$ cat src/rtl/alu_control_sequencer.sv
// Hardwired fetch / register-register execute sequencer for the 32-bit bus datapath.
// Optional feature: define CTRL_MULDIV_EN to enable mul/div (T6, LO then HI writeback).
module alu_control_sequencer #(
    parameter int unsigned FETCH_WAIT_MAX = 15
) (
    input  logic        clk,
    input  logic        clr,
    input  logic        run,
    input  logic        mem_rdy,
    input  logic [31:0] ir,
    output logic [15:0] reg_out,
    output logic [15:0] reg_in,
    output logic        pc_out,
    output logic        pc_in,
    output logic        inc_pc,
    output logic        mdr_out,
    output logic        mdr_in,
    output logic        mdr_read,
    output logic        ir_in,
    output logic        y_in,
    output logic        zhi_in,
    output logic        zlo_in,
    output logic        zhi_out,
    output logic        zlo_out,
    output logic        hi_in,
    output logic        lo_in,
    output logic [3:0]  alu_op,
    output logic        halted,
    output logic [3:0]  state
);

    localparam int unsigned CW = $clog2(FETCH_WAIT_MAX + 1);
    localparam logic [CW-1:0] WAIT_LAST = CW'(FETCH_WAIT_MAX - 1);

    typedef enum logic [3:0] {
        S_IDLE = 4'd0,
        S_T0   = 4'd1,
        S_T1   = 4'd2,
        S_T2   = 4'd3,
        S_T3   = 4'd4,
        S_T4   = 4'd5,
        S_T5   = 4'd6,
        S_T6   = 4'd7,
        S_HALT = 4'd8
    } state_t;

    state_t        cur, nxt;
    logic [CW-1:0] wait_cnt, wait_nxt;

    logic [4:0]  opcode;
    logic [15:0] ra_sel, rb_sel, rc_sel;
    logic        legal, unary;
    logic [3:0]  dec_op;
`ifdef CTRL_MULDIV_EN
    logic        muldiv;
`endif
    logic        unused_ir_bits;

    assign opcode         = ir[31:27];
    assign ra_sel         = 16'h0001 << ir[26:23];
    assign rb_sel         = 16'h0001 << ir[22:19];
    assign rc_sel         = 16'h0001 << ir[18:15];
    assign unused_ir_bits = ^ir[14:0];
    assign state          = cur;

    // ALU codes are contiguous with the opcode map, offset by 10.
    always_comb begin
        legal  = 1'b0;
        unary  = 1'b0;
        dec_op = 4'(opcode - 5'd10);
`ifdef CTRL_MULDIV_EN
        muldiv = 1'b0;
`endif
        case (opcode)
            5'b01010, 5'b01011, 5'b01100,
            5'b01101, 5'b01110, 5'b01111: legal = 1'b1;
`ifdef CTRL_MULDIV_EN
            5'b10000, 5'b10001: begin
                legal  = 1'b1;
                muldiv = 1'b1;
            end
`endif
            5'b10010, 5'b10011: begin
                legal = 1'b1;
                unary = 1'b1;
            end
            default: legal = 1'b0;
        endcase
    end

    always_ff @(posedge clk) begin
        if (clr) begin
            cur      <= S_IDLE;
            wait_cnt <= '0;
        end else begin
            cur      <= nxt;
            wait_cnt <= wait_nxt;
        end
    end

    always_comb begin
        nxt      = cur;
        wait_nxt = '0;
        reg_out  = '0;
        reg_in   = '0;
        pc_out   = 1'b0;
        pc_in    = 1'b0;
        inc_pc   = 1'b0;
        mdr_out  = 1'b0;
        mdr_in   = 1'b0;
        mdr_read = 1'b0;
        ir_in    = 1'b0;
        y_in     = 1'b0;
        zhi_in   = 1'b0;
        zlo_in   = 1'b0;
        zhi_out  = 1'b0;
        zlo_out  = 1'b0;
        hi_in    = 1'b0;
        lo_in    = 1'b0;
        alu_op   = '0;
        halted   = 1'b0;
        case (cur)
            S_IDLE: if (run) nxt = S_T0;
            S_T0: begin
                pc_out = 1'b1;
                inc_pc = 1'b1;
                zlo_in = 1'b1;
                zhi_in = 1'b1;
                alu_op = 4'd10;
                nxt    = S_T1;
            end
            S_T1: begin
                zlo_out  = 1'b1;
                mdr_read = 1'b1;
                mdr_in   = 1'b1;
                pc_in    = (wait_cnt == '0);
                if (mem_rdy)
                    nxt = S_T2;
                else if (wait_cnt == WAIT_LAST)
                    nxt = S_HALT;
                else
                    wait_nxt = wait_cnt + 1'b1;
            end
            S_T2: begin
                mdr_out = 1'b1;
                ir_in   = 1'b1;
                nxt     = S_T3;
            end
            S_T3: begin
                if (legal) begin
                    reg_out = rb_sel;
                    y_in    = 1'b1;
                    nxt     = S_T4;
                end else begin
                    nxt = S_HALT;
                end
            end
            S_T4: begin
                reg_out = unary ? rb_sel : rc_sel;
                alu_op  = dec_op;
                zlo_in  = 1'b1;
                zhi_in  = 1'b1;
                nxt     = S_T5;
            end
            S_T5: begin
                zlo_out = 1'b1;
`ifdef CTRL_MULDIV_EN
                if (muldiv) begin
                    lo_in = 1'b1;
                    nxt   = S_T6;
                end else begin
                    reg_in = ra_sel;
                    nxt    = run ? S_T0 : S_IDLE;
                end
`else
                reg_in = ra_sel;
                nxt    = run ? S_T0 : S_IDLE;
`endif
            end
`ifdef CTRL_MULDIV_EN
            S_T6: begin
                zhi_out = 1'b1;
                hi_in   = 1'b1;
                nxt     = run ? S_T0 : S_IDLE;
            end
`endif
            S_HALT: halted = 1'b1;
            default: nxt = S_IDLE;
        endcase
    end

endmodule
$ cat config.mk
export PLATFORM = sky130hd
export DESIGN_NAME = alu_control_sequencer
export DESIGN_NICKNAME = d
export VERILOG_FILES = /design/src/rtl/alu_control_sequencer.sv
export SDC_FILE = /design/constraint.sdc
export NUM_CORES = 1
export LEC_CHECK = 0
export CAP_MARGIN = 20
export CORE_MARGIN = 10
export CORE_UTILIZATION = 35
export DETAILED_ROUTE_END_ITERATION = 12
export PLACE_DENSITY = 0.95
export SYNTH_ARGS = -nofsm -noshare
export SYNTH_HDL_FRONTEND = slang
export SYNTH_SLANG_ARGS = --single-unit
$ cat constraint.sdc
create_clock -name clk -period 3.7 [get_ports clk]
set_input_delay 0.555 -clock clk [delete_from_list [all_inputs] [get_ports clk]]
set_output_delay 0.555 -clock clk [all_outputs]
set_load 0.01 [all_outputs]
Yosys cells after proc, flatten, opt, wreduce, memory -nomap -nowiden
Index checks and enable logic that the tools add are counted.

operators by class
  $add $sub $neg = 2
  equal/unequal tests = 18
  shift operators = 3
  mux-type cells = 22
  bitwise gates (word level) = 2
  reduce and logical (&&, ||, !) cells = 8

operator list
  kind                                                                   number
  16-bit 2-to-1 mux                                                      3
  1-bit by 4-bit left shift with 16-bit output, first input constant     3
  16-bit one-hot mux with 2 select lines                                 1
  4-bit one-hot mux with 8 select lines                                  1
  5-bit by 4-bit equality test with 1-bit output, second input constant  6
  4-bit 2-to-1 mux                                                       4
  4-bit by 3-bit equality test with 1-bit output, second input constant  3
  1-bit 2-to-1 mux                                                       12
  5-bit equality test, second input constant                             2
  4-bit by 2-bit equality test with 1-bit output, second input constant  2
  4-bit equality test, second input constant                             2
  4-bit zero test                                                        2
  4-bit one-hot mux with 2 select lines                                  1
  8-bit OR reduction                                                     1
  2-bit OR reduction                                                     3
  4-bit by 1-bit adder with 4-bit output, second input constant          1
  4-bit by 1-bit equality test with 1-bit output, second input constant  1
  4-bit OR reduction                                                     1
  4-bit subtractor, second input constant                                1
  3-bit != test, second input constant                                   1
  3-bit AND reduction                                                    1
  2-bit != test, second input constant                                   1
  1-bit NOT                                                              2

storage, ports and cells
  flip-flop bits (word level) = 8
  input port bits = 36
  word-level logic and storage cells = 57

Logic depth before layout (Yosys ltp)
  word-level depth = 5
  depth in mapped cells = 6

Worst setup path before layout
OpenSTA, ideal clock, no wires.

  path type = register -> output
  start point = reg cur[2], in the netlist state[2]
  end point = out reg_out[0]
  arrival = 1.747 ns
  data required time = 3.145 ns
  path slack = 1.398 ns
  cell stages (with the launch flop) = 5
  cells stage by stage = dfxtp_1 or4b_1 a31oi_4 nor2_2 o31ai_1

on the way
  cells in the longest elaborated chain, start to end = 2

RTL lines
  item                                            line  text
  start: declaration                              47    state_t cur, nxt;
  start signal: assignment                        96    cur <= nxt;
  4-bit by 3-bit equality test with 1-bit output  122   case (cur)
  16-bit one-hot mux with 2 select lines (*)      122
  end: declaration                                11    output logic [15:0] reg_out,

Mark *: on every way between the ends. The rest lies on a longest branch, timed or not.

Final worst setup path
  start point = in ir[30]
  end point = out reg_out[14]

on the way
  cells in the longest elaborated chain, start to end = 5

RTL lines
  item                                                                                   line      text
  start: declaration                                                                     10        input logic [31:0] ir,
  5-bit equality test or 5-bit by 4-bit equality test with 1-bit output (tied branches)  74        case (opcode)
  8-bit OR reduction (no source line) or 2-bit OR reduction (tied branches)              -
  1-bit 2-to-1 mux                                                                       74
  16-bit 2-to-1 mux (on tied branches)                                                   150, 159
  16-bit one-hot mux with 2 select lines (*)                                             122

Marks and branches as above.

==> reports/qor.yml <==
nets: 268
numCtsBuffers: 3
synth_edf_count: 0
cp-start-kind: "input port"
num_rows: 20
grt_overflow_total: 0
fin_skew_ps: 6.172
diodes: 0
drv_cap: 0
p_leak_nw: 0.6149
syn_area_per_cell_um2: 6.835
hold_violations: 0
slew_viol_final: 0
ctsHtreeMaxLevel: 1
rsz0062_at_grt: "false"
antenna_found_initial: 0
async_flop_share: 0
synth-seq-area-share: 0.1446
cts_hold_buffers: 0
max-slew-margin-rel: 0.6519
dp_hpwl_um: 3424
clockBufferDepth: 2
drive_gt1_frac: 0.05752
hold_slack_ps: 464.7
comb_power_share: 0.602
grt_max_degree: 18
setup_viol: 0
syn-cell-area_um2: 1107
areaGrowthSynthToFinish_pct: 66.33
fin_crit_sh: 0.9491
firstDrtPassIters: 4
clk_latency_ps: 260
num_vias: 1450
critPathMostFrequentCell: "clkdlybuf4s50_1"
drt_iter0_drc: 165
intPower_uw: 296.6
max_freq_ghz: 0.2848
synth_warnings: 0
cts_root_buffer: "clkbuf_4"
seq_power_share: 0.263
required_ps: 3140
wire_per_inst_um: 15.16
fin_setup_tns_ps: 0
slowest_stage: "clkdlybuf4s50_1"
io_pins: 91
die_h_um: 76.25
dieArea_um2: 5813
outcome: "completed"
place.gp.congestion: 0.8966
ys_seq_elements: 8
synth_cell_types: 42
power_density_nw_per_um2: 266.6
crit_chain: "clkdlybuf4s50_1 -> nand4bb_1 -> nor2_1 -> nor2_2 -> o32ai_2 -> clkdlybuf4s50_1"
p_sw_frac: 0.3959
ant_nets: 0
clockPowerShare: 0.135
final.min_clock_period_ps: 3512
port_buffers: 72
grt_pass1_wl_um: 6596
clkTransAtPathRegs_ps: 50
ir_drop_uv: 209.4
ys.flop_type: "dfxtp_1"
crit_arrival_ps: 2960
cts_resized: 0
cts_setup_buffers: 0
grt_pass1_vias: 1336
cp_max_fo: 9
worst_pin_slew_ps: 520.8
hold_path_class: "flop to flop"
viasPerCell: 5.370
grtUsageTotal: 0.1341
routed_wl_um: 4092
core_area_um2: 3053
dieWidth_um: 76.25
drc: 0
cts.sinks: 8
slowest_delay_ps: 580
start_util: 0.3627
cts_tree: "done"
critPathKind: "input port to output port"
worstSetupEndpointType: "output port"
syn_inst: 162
power_switching_uw: 194.4
registers in the layout (all words and copies together), names as in the netlist:
signal and flops:
state 4, wait_cnt 4
power groups by stage:
stage / logic [mW] / registers, mW / clock network (mW)
3_3_place_gp: 0.293 / 0.130 / 0
5_1_grt: 0.323 / 0.133 / 0.0707
2_1_floorplan: 0.170 / 0.115 / 0
4_1_cts: 0.299 / 0.128 / 0.0677
6_report: 0.296 / 0.129 / 0.0664
3_5_place_dp: 0.297 / 0.129 / 0
through the flow:
step / worst slack [ps] / power [mW] / cells / instance area (um2) / utilization
6_report: 188.3 / 0.4910 / 270 / 1842 / 0.6033
4_1_cts: 201.5 / 0.4947 / 270 / 1842 / 0.6033
3_5_place_dp: 192.6 / 0.4262 / 267 / 1819 / 0.5959
3_3_place_gp: 254.4 / 0.4225 / 267 / 1819 / 0.5959
5_1_grt: 27.99 / 0.5265 / 270 / 1842 / 0.6033
2_1_floorplan: 1398 / 0.2846 / 164 / 1115 / -
placed cells by master (no fill, tap or decap), drive strengths merged, types with 5 or more instances in the layout:
cell type and count:
nand2b 7, dfxtp 8, clkdlybuf4s50 72, a21oi 5
o32ai 7, nor2 28, inv 11, or3 6
nor3 7, nand2 10, nand3 8, o31ai 7
synthesized netlist by cell type (all sizes together) (3+ instances only):
master | instances | area share
a21oi | 5 | 0.023
buf | 7 | 0.047
clkbuf | 7 | 0.024
dfxtp | 8 | 0.14
ha | 4 | 0.045
inv | 11 | 0.037
nand2 | 10 | 0.034
nand2b | 7 | 0.040
nand3 | 8 | 0.036
nand3b | 3 | 0.020
nand4bb | 3 | 0.031
nor2 | 28 | 0.097
nor3 | 7 | 0.032
nor3b | 4 | 0.027
o21ai | 4 | 0.018
o31ai | 7 | 0.047
o32ai | 7 | 0.062
or2 | 4 | 0.023
or3 | 6 | 0.034
final timing paths:
kind | from | endpoint | slack, ps | cells past startpoint
worst max-delay path | ir[30] | reg_out[14] | 190 | 6
worst min-delay path | wait_cnt[0] | wait_cnt[0] | 460 | 1
worst max register to register | state[1] | wait_cnt[3] | 1890 | 4
worst min register to register | wait_cnt[0] | wait_cnt[0] | 460 | 1
worst max-delay path, delay by kind of cell:
family,cells,cell delay [ps]
AO/OA/AOI/OAI,1,310
AND/OR/NAND/NOR,3,1050
buffers and inverters,2,1050
cells by family after synthesis:
kind of cell,synth area share
xor+xnor,0.02373
compound gates,0.2215
other cells,0.003387
fa+ha+maj,0.04520
buf+inv,0.1085
flops,0.1446
simple gates,0.4531
per-layer routing:
| metal | vias up | track usage | part of all wire |
|---|---|---|---|
| met5 | - | 0 | 0 |
| met4 | 0 | 0.05019 | 0.028 |
| met3 | 12 | 0.03184 | 0.068 |
| met2 | 57 | 0.2347 | 0.50 |
| met1 | 672 | 0.1531 | 0.40 |
| li1 | 709 | - | - |
area by class of cell:
| cell class | instances | area [um2] |
|---|---|---|
| inverters | 11 | 41.29 |
| repair buffers | 73 | 728.2 |
| multi-input cells | 131 | 834.6 |
| well taps | 44 | 55.05 |
| fillers | 270 | 1211 |
| flip-flops and latches | 8 | 160.2 |
| clock buffers | 3 | 22.52 |
(Power assumes the default switching activity.)
